===== src/rtl/clock_gate_pkg.sv =====
`default_nettype none
// ============================================================================
//  Module      : clock_gate_pkg
//  Description : Shared state encoding, widths and helpers for the
//                clock-gating enable controller.
//  Revision    : 1.0  initial release
// ============================================================================
package clock_gate_pkg;

  // Controller state encoding
  typedef enum logic [1:0] {
    ST_RUN       = 2'd0,
    ST_SLEEP_REQ = 2'd1,
    ST_GATED     = 2'd2,
    ST_WAKE      = 2'd3
  } state_t;

  // Width of the gated-cycle statistics counter
  localparam int STATS_W = 32;

  // Bits needed to hold values 0..max_val (at least one bit)
  function automatic int cnt_width(input int max_val);
    return (max_val < 1) ? 1 : $clog2(max_val + 1);
  endfunction

endpackage
`default_nettype wire


===== src/rtl/cg_sat_counter.sv =====
`default_nettype none
// ============================================================================
//  Module      : cg_sat_counter
//  Description : Up-counter with synchronous clear and saturation at MAX_VAL.
//                Clear has priority over increment.
//  Revision    : 1.0  initial release
// ============================================================================
module cg_sat_counter #(
  parameter int               WIDTH   = 4,
  parameter logic [WIDTH-1:0] MAX_VAL = '1
) (
  input  logic             clk,
  input  logic             rst_n,
  input  logic             clr,
  input  logic             inc,
  output logic [WIDTH-1:0] count
);

  // Clear wins; otherwise count up and hold at MAX_VAL
  always_ff @(posedge clk or negedge rst_n) begin
    if (!rst_n) begin
      count <= '0;
    end else if (clr) begin
      count <= '0;
    end else if (inc && (count != MAX_VAL)) begin
      count <= count + WIDTH'(1);
    end
  end

endmodule
`default_nettype wire


===== src/rtl/clock_gate_ctrl.sv =====
`default_nettype none
// ============================================================================
//  Module      : clock_gate_ctrl
//  Description : Enable controller for an integrated clock-gating cell.
//                Detects idle time in the gated domain, negotiates sleep
//                with a req/ack handshake, drops cg_en, and restores the
//                clock on wake, reporting clk_ready once settled.
//                Optional macro CLOCK_GATE_STATS_EN adds stats_clr and a
//                32-bit saturating gated_cycles counter.
//  Revision    : 1.0  initial release
// ============================================================================
module clock_gate_ctrl
  import clock_gate_pkg::*;
#(
  parameter int IDLE_CYCLES = 16,
  parameter int ACK_TIMEOUT = 8,
  parameter int WAKE_CYCLES = 2
) (
  input  logic clk,
  input  logic rst_n,
  input  logic test_mode,
  input  logic busy,
  input  logic wake_req,
  input  logic sleep_ack,
  output logic sleep_req,
  output logic cg_en,
  output logic cg_te,
  output logic clk_ready
`ifdef CLOCK_GATE_STATS_EN
  ,
  input  logic               stats_clr,
  output logic [STATS_W-1:0] gated_cycles
`endif
);

  localparam int IDLE_W = cnt_width(IDLE_CYCLES);
  localparam int TMO_W  = cnt_width(ACK_TIMEOUT);
  localparam int WK_W   = cnt_width(WAKE_CYCLES);

  localparam logic [IDLE_W-1:0] C_IDLE_MAX  = IDLE_W'(IDLE_CYCLES);
  localparam logic [IDLE_W-1:0] C_IDLE_LAST = IDLE_W'(IDLE_CYCLES - 1);
  localparam logic [TMO_W-1:0]  C_TMO_MAX   = TMO_W'(ACK_TIMEOUT);
  localparam logic [TMO_W-1:0]  C_TMO_LAST  = TMO_W'(ACK_TIMEOUT - 1);
  localparam logic [WK_W-1:0]   C_WK_MAX    = WK_W'(WAKE_CYCLES);
  localparam logic [WK_W-1:0]   C_WK_LAST   = WK_W'(WAKE_CYCLES - 1);

  state_t r_state;

  logic              w_idle;
  logic              w_wake;
  logic [IDLE_W-1:0] w_idle_cnt;
  logic [TMO_W-1:0]  w_tmo_cnt;
  logic [WK_W-1:0]   w_wk_cnt;

  // TE is a pure passthrough so scan can override gating immediately
  assign cg_te  = test_mode;
  assign w_wake = busy | wake_req;
  assign w_idle = ~w_wake;

  // Each counter is held at zero outside the state that uses it, so it
  // always starts from zero on entry to that state.
  cg_sat_counter #(.WIDTH(IDLE_W), .MAX_VAL(C_IDLE_MAX)) u_idle_cnt (
    .clk   (clk),
    .rst_n (rst_n),
    .clr   (test_mode | (r_state != ST_RUN) | ~w_idle),
    .inc   ((r_state == ST_RUN) & w_idle),
    .count (w_idle_cnt)
  );

  cg_sat_counter #(.WIDTH(TMO_W), .MAX_VAL(C_TMO_MAX)) u_tmo_cnt (
    .clk   (clk),
    .rst_n (rst_n),
    .clr   (test_mode | (r_state != ST_SLEEP_REQ)),
    .inc   (r_state == ST_SLEEP_REQ),
    .count (w_tmo_cnt)
  );

  cg_sat_counter #(.WIDTH(WK_W), .MAX_VAL(C_WK_MAX)) u_wk_cnt (
    .clk   (clk),
    .rst_n (rst_n),
    .clr   (test_mode | (r_state != ST_WAKE)),
    .inc   (r_state == ST_WAKE),
    .count (w_wk_cnt)
  );

`ifdef CLOCK_GATE_STATS_EN
  cg_sat_counter #(.WIDTH(STATS_W), .MAX_VAL('1)) u_gated_cnt (
    .clk   (clk),
    .rst_n (rst_n),
    .clr   (stats_clr),
    .inc   (r_state == ST_GATED),
    .count (gated_cycles)
  );
`endif

  // Sleep/wake sequencing; cg_en is a flop so the ICG E pin never glitches
  always_ff @(posedge clk or negedge rst_n) begin
    if (!rst_n) begin
      r_state   <= ST_RUN;
      cg_en     <= 1'b1;
      sleep_req <= 1'b0;
      clk_ready <= 1'b1;
    end else if (test_mode) begin
      r_state   <= ST_RUN;
      cg_en     <= 1'b1;
      sleep_req <= 1'b0;
      clk_ready <= 1'b1;
    end else begin
      case (r_state)
        ST_RUN: begin
          if (w_idle && (w_idle_cnt == C_IDLE_LAST)) begin
            r_state   <= ST_SLEEP_REQ;
            sleep_req <= 1'b1;
          end
        end
        ST_SLEEP_REQ: begin
          // New work or wake beats a simultaneous ack
          if (w_wake) begin
            r_state   <= ST_RUN;
            sleep_req <= 1'b0;
          end else if (sleep_ack) begin
            r_state   <= ST_GATED;
            cg_en     <= 1'b0;
            clk_ready <= 1'b0;
          end else if (w_tmo_cnt == C_TMO_LAST) begin
            r_state   <= ST_RUN;
            sleep_req <= 1'b0;
          end
        end
        ST_GATED: begin
          if (w_wake) begin
            r_state   <= ST_WAKE;
            cg_en     <= 1'b1;
            sleep_req <= 1'b0;
          end
        end
        ST_WAKE: begin
          // Hold off until the domain has released its ack
          if ((w_wk_cnt >= C_WK_LAST) && !sleep_ack) begin
            r_state   <= ST_RUN;
            clk_ready <= 1'b1;
          end
        end
        default: begin
          r_state   <= ST_RUN;
          cg_en     <= 1'b1;
          sleep_req <= 1'b0;
          clk_ready <= 1'b1;
        end
      endcase
    end
  end

endmodule
`default_nettype wire


===== config.mk =====
export PLATFORM = sky130hd
export DESIGN_NAME = clock_gate_ctrl
export DESIGN_NICKNAME = d
export VERILOG_FILES = /design/src/rtl/clock_gate_pkg.sv /design/src/rtl/cg_sat_counter.sv /design/src/rtl/clock_gate_ctrl.sv
export SDC_FILE = /design/constraint.sdc
export NUM_CORES = 1
export LEC_CHECK = 0
export CAP_MARGIN = 15
export CORE_MARGIN = 3
export CORE_UTILIZATION = 35
export CTS_CLUSTER_SIZE = 24
export DETAILED_ROUTE_END_ITERATION = 6
export PLACE_DENSITY_LB_ADDON = 0.25
export SETUP_SLACK_MARGIN = 0.5
export SYNTH_ARGS = -nofsm -noshare
export SYNTH_HDL_FRONTEND = slang
export SYNTH_SLANG_ARGS = --single-unit

===== constraint.sdc =====
create_clock -name clk -period 2.6 [get_ports clk]
set_clock_uncertainty 0.1 [all_clocks]
set_input_delay 0.78 -clock clk [delete_from_list [all_inputs] [get_ports clk]]
set_output_delay 0.78 -clock clk [all_outputs]
set_load 0.05 [all_outputs]

== Word-level counts from Yosys, hierarchy flattened ==
Index checks and enable logic that the tools add are counted.

* Input port bits: 6
* Bits in registers: 16
* Word-level logic and storage cells: 83
* Output and inout bits: 4

* $add $sub $neg: 3
* Muxes and demuxes: 29
* Eq/ne operators: 18
* Magnitude comparators: 1
* Reductions and logical operators: 18
* Bitwise operators: 7

{| class="wikitable"
|+ Operators with widths
! operator !! number
|-
| two-way mux 2 bit || 9
|-
| two-way mux 1 bit || 12
|-
| inequality test 3 bit, second input constant || 4
|-
| inequality test 4 bit, second input constant || 3
|-
| AND reduction 4 bit || 3
|-
| two-way mux 5 bit || 2
|-
| inequality test 5 bit, second input constant || 2
|-
| two-way mux 4 bit || 2
|-
| case mux 2 bit (4 select lines) || 1
|-
| nonzero test 2 bit || 4
|-
| nonzero test 3 bit || 2
|-
| adder 5 x 1 -> 5 bit, second input constant || 1
|-
| == test 5 x 4 -> 1 bit, second input constant || 1
|-
| logical AND 1 bit || 5
|-
| OR 1 bit || 5
|-
| AND reduction 5 bit || 1
|-
| adder 4 x 1 -> 4 bit, second input constant || 1
|-
| == test 2 bit, second input constant || 2
|-
| == test 4 x 3 -> 1 bit, second input constant || 1
|-
| inequality test 2 bit, second input constant || 2
|-
| case mux 1 bit (2 select lines) || 2
|-
| nonzero test 4 bit || 1
|-
| inequality test 3 x 2 -> 1 bit, second input constant || 1
|-
| case mux 1 bit (3 select lines) || 1
|-
| 8 further kinds || 8
|}

== Longest topological paths before layout ==
* Word-level depth: 6
* Depth in mapped cells: 7
* Depth with buffers taken out: 7

== Hierarchy ==
Synthesis repeated with hierarchy kept, for this count alone.

* Cell total of the unflattened synthesis: 111
* Area total of the unflattened synthesis: 1063.5 um^2

{| class="wikitable"
|+ Modules (own cells, without submodules)
! module !! times used !! seq. area each (um^2) !! cells each !! area each (um^2)
|-
| clock_gate_ctrl || 1 || 127.6 || 50 || 427.9
|-
| cg_sat_counter (u_idle_cnt) || 1 || 125.1 || 27 || 276.5
|-
| cg_sat_counter (u_tmo_cnt) || 1 || 100.1 || 23 || 229.0
|-
| cg_sat_counter (u_wk_cnt) || 1 || 50.0 || 11 || 130.1
|}

== Worst setup path after synthesis ==
OpenSTA, ideal clock, no wires.

* Kind: input port to flip-flop
* Start: input test_mode
* End: register r_state[1]
* Buffers on the path: 1
* Data arrival time: 1.912 ns
* Setup time: 0.082 ns
* Data required time: 2.418 ns
* Slack: 0.506 ns
* Stages on the path: 5
* Path through: buf_6 -> or4b_4 -> o32ai_4 -> nor3_1 -> o22ai_1

* Longest elaborated chain between the ends: 2
* Elaborated cells on any way between the ends: 6
* Classes of those cells: 4 x eq/ne; 1 x mux; 1 x reduce/logical

{| class="wikitable"
|+ Ends and longest elaborated chain
! what !! line !! source
|-
| from (decl) || clock_gate_ctrl.sv:21 || <nowiki>input logic test_mode,</nowiki>
|-
| inequality test 5 bit (no source line) (tied with other cells) || -- ||
|-
| AND reduction 4 bit (no source line) || -- ||
|-
| to (signal assigned) || clock_gate_ctrl.sv:99 || <nowiki>r_state <= ST_RUN;</nowiki>
|-
| to (signal assigned) || clock_gate_ctrl.sv:104 || <nowiki>r_state <= ST_RUN;</nowiki>
|-
| to (signal assigned) || clock_gate_ctrl.sv:112 || <nowiki>r_state <= ST_SLEEP_REQ;</nowiki>
|-
| to (decl) || clock_gate_ctrl.sv:47 || <nowiki>state_t r_state;</nowiki>
|}

Parallel ways exist; a longest one is shown, timed or not.
A chain may end at the register's enable or synchronous reset.

== Worst setup path in the final report ==
* Start: input test_mode
* End: output cg_te

{| class="wikitable"
|+ RTL lines
! what !! line !! source
|-
| to (decl) || clock_gate_ctrl.sv:27 || <nowiki>output logic cg_te,</nowiki>
|}

No word-level cell between the ends.

==> results by stage <==
Status:
- The run finished with clean final reports.

Clock network:
- In this run the number of H-tree levels came out at 1.
- In this run, CTS created clock tree buffers numbering 3.
- TritonCTS built the clock tree.
- The later-pin clock latency in the skew report is 290 ps.
- The clock drives 16 sinks.
- Clock-pin slew was measured on the worst setup and hold paths at 100 ps.
- In this run, post-CTS hold repair placed 0 buffers.
- In this run the deepest clock path goes through 2 buffers.
- The buffer type at the clock tree root is sky130_fd_sc_hd__clkbuf_4.

Placed design:
- Once detailed placement completed, the half-perimeter wirelength came to 1480 um.
- The final weighted congestion in routability-driven placement is 0.764.
- Buffers placed on the I/O ports in this run total 9.

Global routing:
- The residual overflow from global routing is 0.
- The total global routing track utilization is 13.0%.
- Entering global routing, the biggest net connects 17 pins.
- The number of global-route vias before repair is 792.
- The first global-routing pass estimated 3480 um of wire.
- The number of antenna violations at the first check in global routing is 0.

Finish:
- The fraction of layout cells with a size suffix above 1 is 23.4%.
- The count of antenna diodes in the layout is 0.
- The final layout contains 143 nets.
- The growth of design area from synthesis to finish is 22.7%.

Route:
- The pre-antenna-repair detailed-routing pass consisted of 4 iterations.
- The average routed wire per standard cell is 13.1 um.
- The post-detailed-route via-to-cell ratio is 5.09.
- The final wirelength is 2020 um.
- The total number of vias is 784.
- The count of nets left with antenna violations once routing finished came out at 0.
- After detailed routing, the number of remaining DRC violations is 0.
- The number of DRC markers in iteration 0 is 18.

STA:
- The final setup violation count is 0.
- The final setup TNS is 0 ps.
- The final worst-path cycle share is 79.4%.
- For the pin with the worst max-slew slack, the measured transition is 491 ps.
- The count of final hold-check violations is 0.
- Based on the critical path, the design can be clocked at up to 484 MHz.
- The count of pins over their slew limit is 0.
- Across all hold checks on the routed design, the worst slack comes to 420 ps.
- The smallest clock period supported by the final layout is computed as 2060 ps.
- Setup repair after global routing left no endpoint under its margin.
- The headroom to the max-slew limit is 67.4%.

Setup path:
- The endpoint required time on the critical path is 1720 ps.
- The endpoint type of the worst setup path is an output port.
- The setup check on the worst reg-to-reg path leaves a slack of 580 ps.
- The worst register-to-register path has a depth of 6.
- In this run the worst path has a maximum fanout of 6.
- STA classifies the critical path startpoint as a primary input.
- The kind of critical path is primary input to output port.
- Data arrives at the worst endpoint at 1180 ps.
- The startpoint of the worst register-to-register path is r_state[1].
- The worst register-to-register path ends at sleep_req.

Yosys:
- The xor/xnor cell area share of the yosys netlist is 5.13%.
- The post-synthesis cell type count is 32.
- sky130_fd_sc_hd__dfrtp_1 takes more of the synthesized area than any other cell.
- Synthesis inferred 16 register bits.
- The simple-gate area share of the yosys netlist is 21.0%.
- The post-synthesis compound-gate area fraction is 12.1%.
- In the post-synthesis netlist, the biggest area contributors are sky130_fd_sc_hd__dfrtp_1 34%, sky130_fd_sc_hd__ha_1 15%, sky130_fd_sc_hd__nor2_1 5.5%, sky130_fd_sc_hd__dfstp_2 5.1%, sky130_fd_sc_hd__inv_1 4.0%.
- In the synthesized netlist, mux cells make up 1.95% of the area.
- The main combinational cell family by area after synthesis is simple AND/OR/NAND/NOR gates.
- The proportion of synthesized chip area in sequential cells is 39.3%.
- The adder and majority cell fraction of the synthesized area is 14.7%.
- Synthesis produced a netlist whose cell count is 103.
- The Yosys warning count is 0.
- The net count after synthesis is 121.
- The top cell type's share of synthesized area is 34.2%.
- Dividing the synthesized area by the synthesized cell count gives 9.95 sq um.
- The synthesized netlist occupies a cell area of 1020 sq um.

Pwr:
- The peak ir drop on the vdd network is 369 uV.
- The power per cell area is 552 nW/um^2.
- The leakage power of the design is 0.558 nW.

Hold path:
- The startpoint of the most critical hold path is sleep_req.
- For hold timing, the worst endpoint is sleep_req.
- The path class of the tightest hold or removal check is flop to flop.
- The depth of the worst hold-timing path is 1.

Floorplan:
- The floorplan has 18 rows.
- 10 I/O pins were placed.
- The starting density of the core is 38.9%.
- The floorplan step set the die height to 60.1 um.
- The horizontal die dimension is 60.1 um.
- The core area is 2640 sq um.
- The overall die area is 3610 sq um.

Flow run:
- The max-cap violation count is 0.
flip-flops by register name, indices dropped and copies added, names as in the netlist:
signal,flops
cg_en,1
clk_ready,1
r_state,2
sleep_req,1
u_idle_cnt.count,5
u_tmo_cnt.count,4
u_wk_cnt.count,2
metrics by stage:
step                      instances  util [%]  total power, W  instance area (sq um)  setup slack [ps]
after floorplan                 103         -        0.000444                   1020               506
after global routing            154      47.7        0.000738                   1260               493
after global placement          146      45.1        0.000519                   1190              7.98
final                           154      47.7        0.000695                   1260               535
after CTS                       150      46.2        0.000686                   1220               330
after detailed placement        146      45.1        0.000520                   1190             -3.88
critical path: stages:
cell	delay, ps
sky130_fd_sc_hd__buf_2	130
sky130_fd_sc_hd__buf_6	130
sky130_fd_sc_hd__buf_12	140
cells in the final DEF (no fill, tap or decap), drive strengths merged:
cell / count
nor4b: 1
nor2: 15
clkdlybuf4s50: 2
o41ai: 1
xor2: 3
o22ai: 1
o21ai: 3
nand3b: 2
dlygate4sd2: 2
or3: 1
and3b: 1
clkdlybuf4s15: 1
dfrtp: 14
mux2i: 2
clkbuf: 5
or4b: 2
dfstp: 2
or4: 1
o32a: 1
and3: 1
nand2: 3
ha: 12
buf: 13
nor3: 2
inv: 11
nand2b: 4
xnor2: 3
o32ai: 1
nor3b: 2
nand3: 3
o21bai: 2
a21boi: 1
a21oi: 6
how the worst max path moves through the flow:
stage	startpoint	to	slack, ps	cells past startpoint
4_1_cts	cg_en	cg_en	330	1
2_1_floorplan	test_mode	r_state[1]	510	5
5_1_grt	u_idle_cnt.count[0]	r_state[1]	490	7
3_3_place_gp	wake_req	r_state[1]	8	5
6_report	test_mode	cg_te	540	3
3_5_place_dp	test_mode	r_state[0]	-4	5
repair_timing:
| item | CTS | global route |
|---|---|---|
| setup endpoints to repair | 7 | 5 |
| gates resized for setup | 15 | 7 |
| endpoints found under the hold margin | 0 | 0 |
| setup buffers | 0 | 4 |
| pin swaps | 1 | 3 |
metal layers:
metal  track usage, %  vias up  wire (um)
met5                0        -          0
met4             6.65        0         14
li1                 -      396          -
met1             16.5      380        975
met3             2.38        2         55
met2             20.8        6        977
power by group:
part,total (W),leakage [nW],switching (W),internal (W)
clock,0.000169,0.0210,0.0000833,0.0000852
sequential,0.000298,0.213,0.0000232,0.000275
combinational,0.000228,0.325,0.000133,0.0000948
total,0.000695,0.558,0.000239,0.000455
logic make-up after synthesis:
| logic type | Yosys count |
|---|---|
| flops | 16 |
| buf+inv | 13 |
| mux | 2 |
| compound gates | 16 |
| xor+xnor | 6 |
| fa+ha+maj | 12 |
| simple gates | 38 |
Yosys cell counts (all sizes together):
| master | n |
|---|---|
| o22ai | 1 |
| nor3 | 2 |
| and3 | 1 |
| xor2 | 3 |
| o41ai | 1 |
| a21oi | 6 |
| nand3b | 2 |
| or4b | 2 |
| buf | 2 |
| nand2 | 3 |
| o32a | 1 |
| a21boi | 1 |
| inv | 11 |
| o32ai | 1 |
| nand3 | 3 |
| or3 | 1 |
| and3b | 1 |
| nor2 | 15 |
| nor3b | 2 |
| dfrtp | 14 |
| xnor2 | 3 |
| o21ai | 3 |
| o21bai | 2 |
| mux2i | 2 |
| nand2b | 4 |
| nor4b | 1 |
| ha | 12 |
| dfstp | 2 |
| or4 | 1 |
final cells by class:
cell class	instances	area [sq um]
Multi-Input combinational cell	74	578
Timing Repair Buffer	19	161
Inverter	11	41.3
Sequential cell	16	403
Clock buffer	4	36.3
Fill cell	249	1380
Tap cell	30	37.5
(Power assumes the default switching activity.)
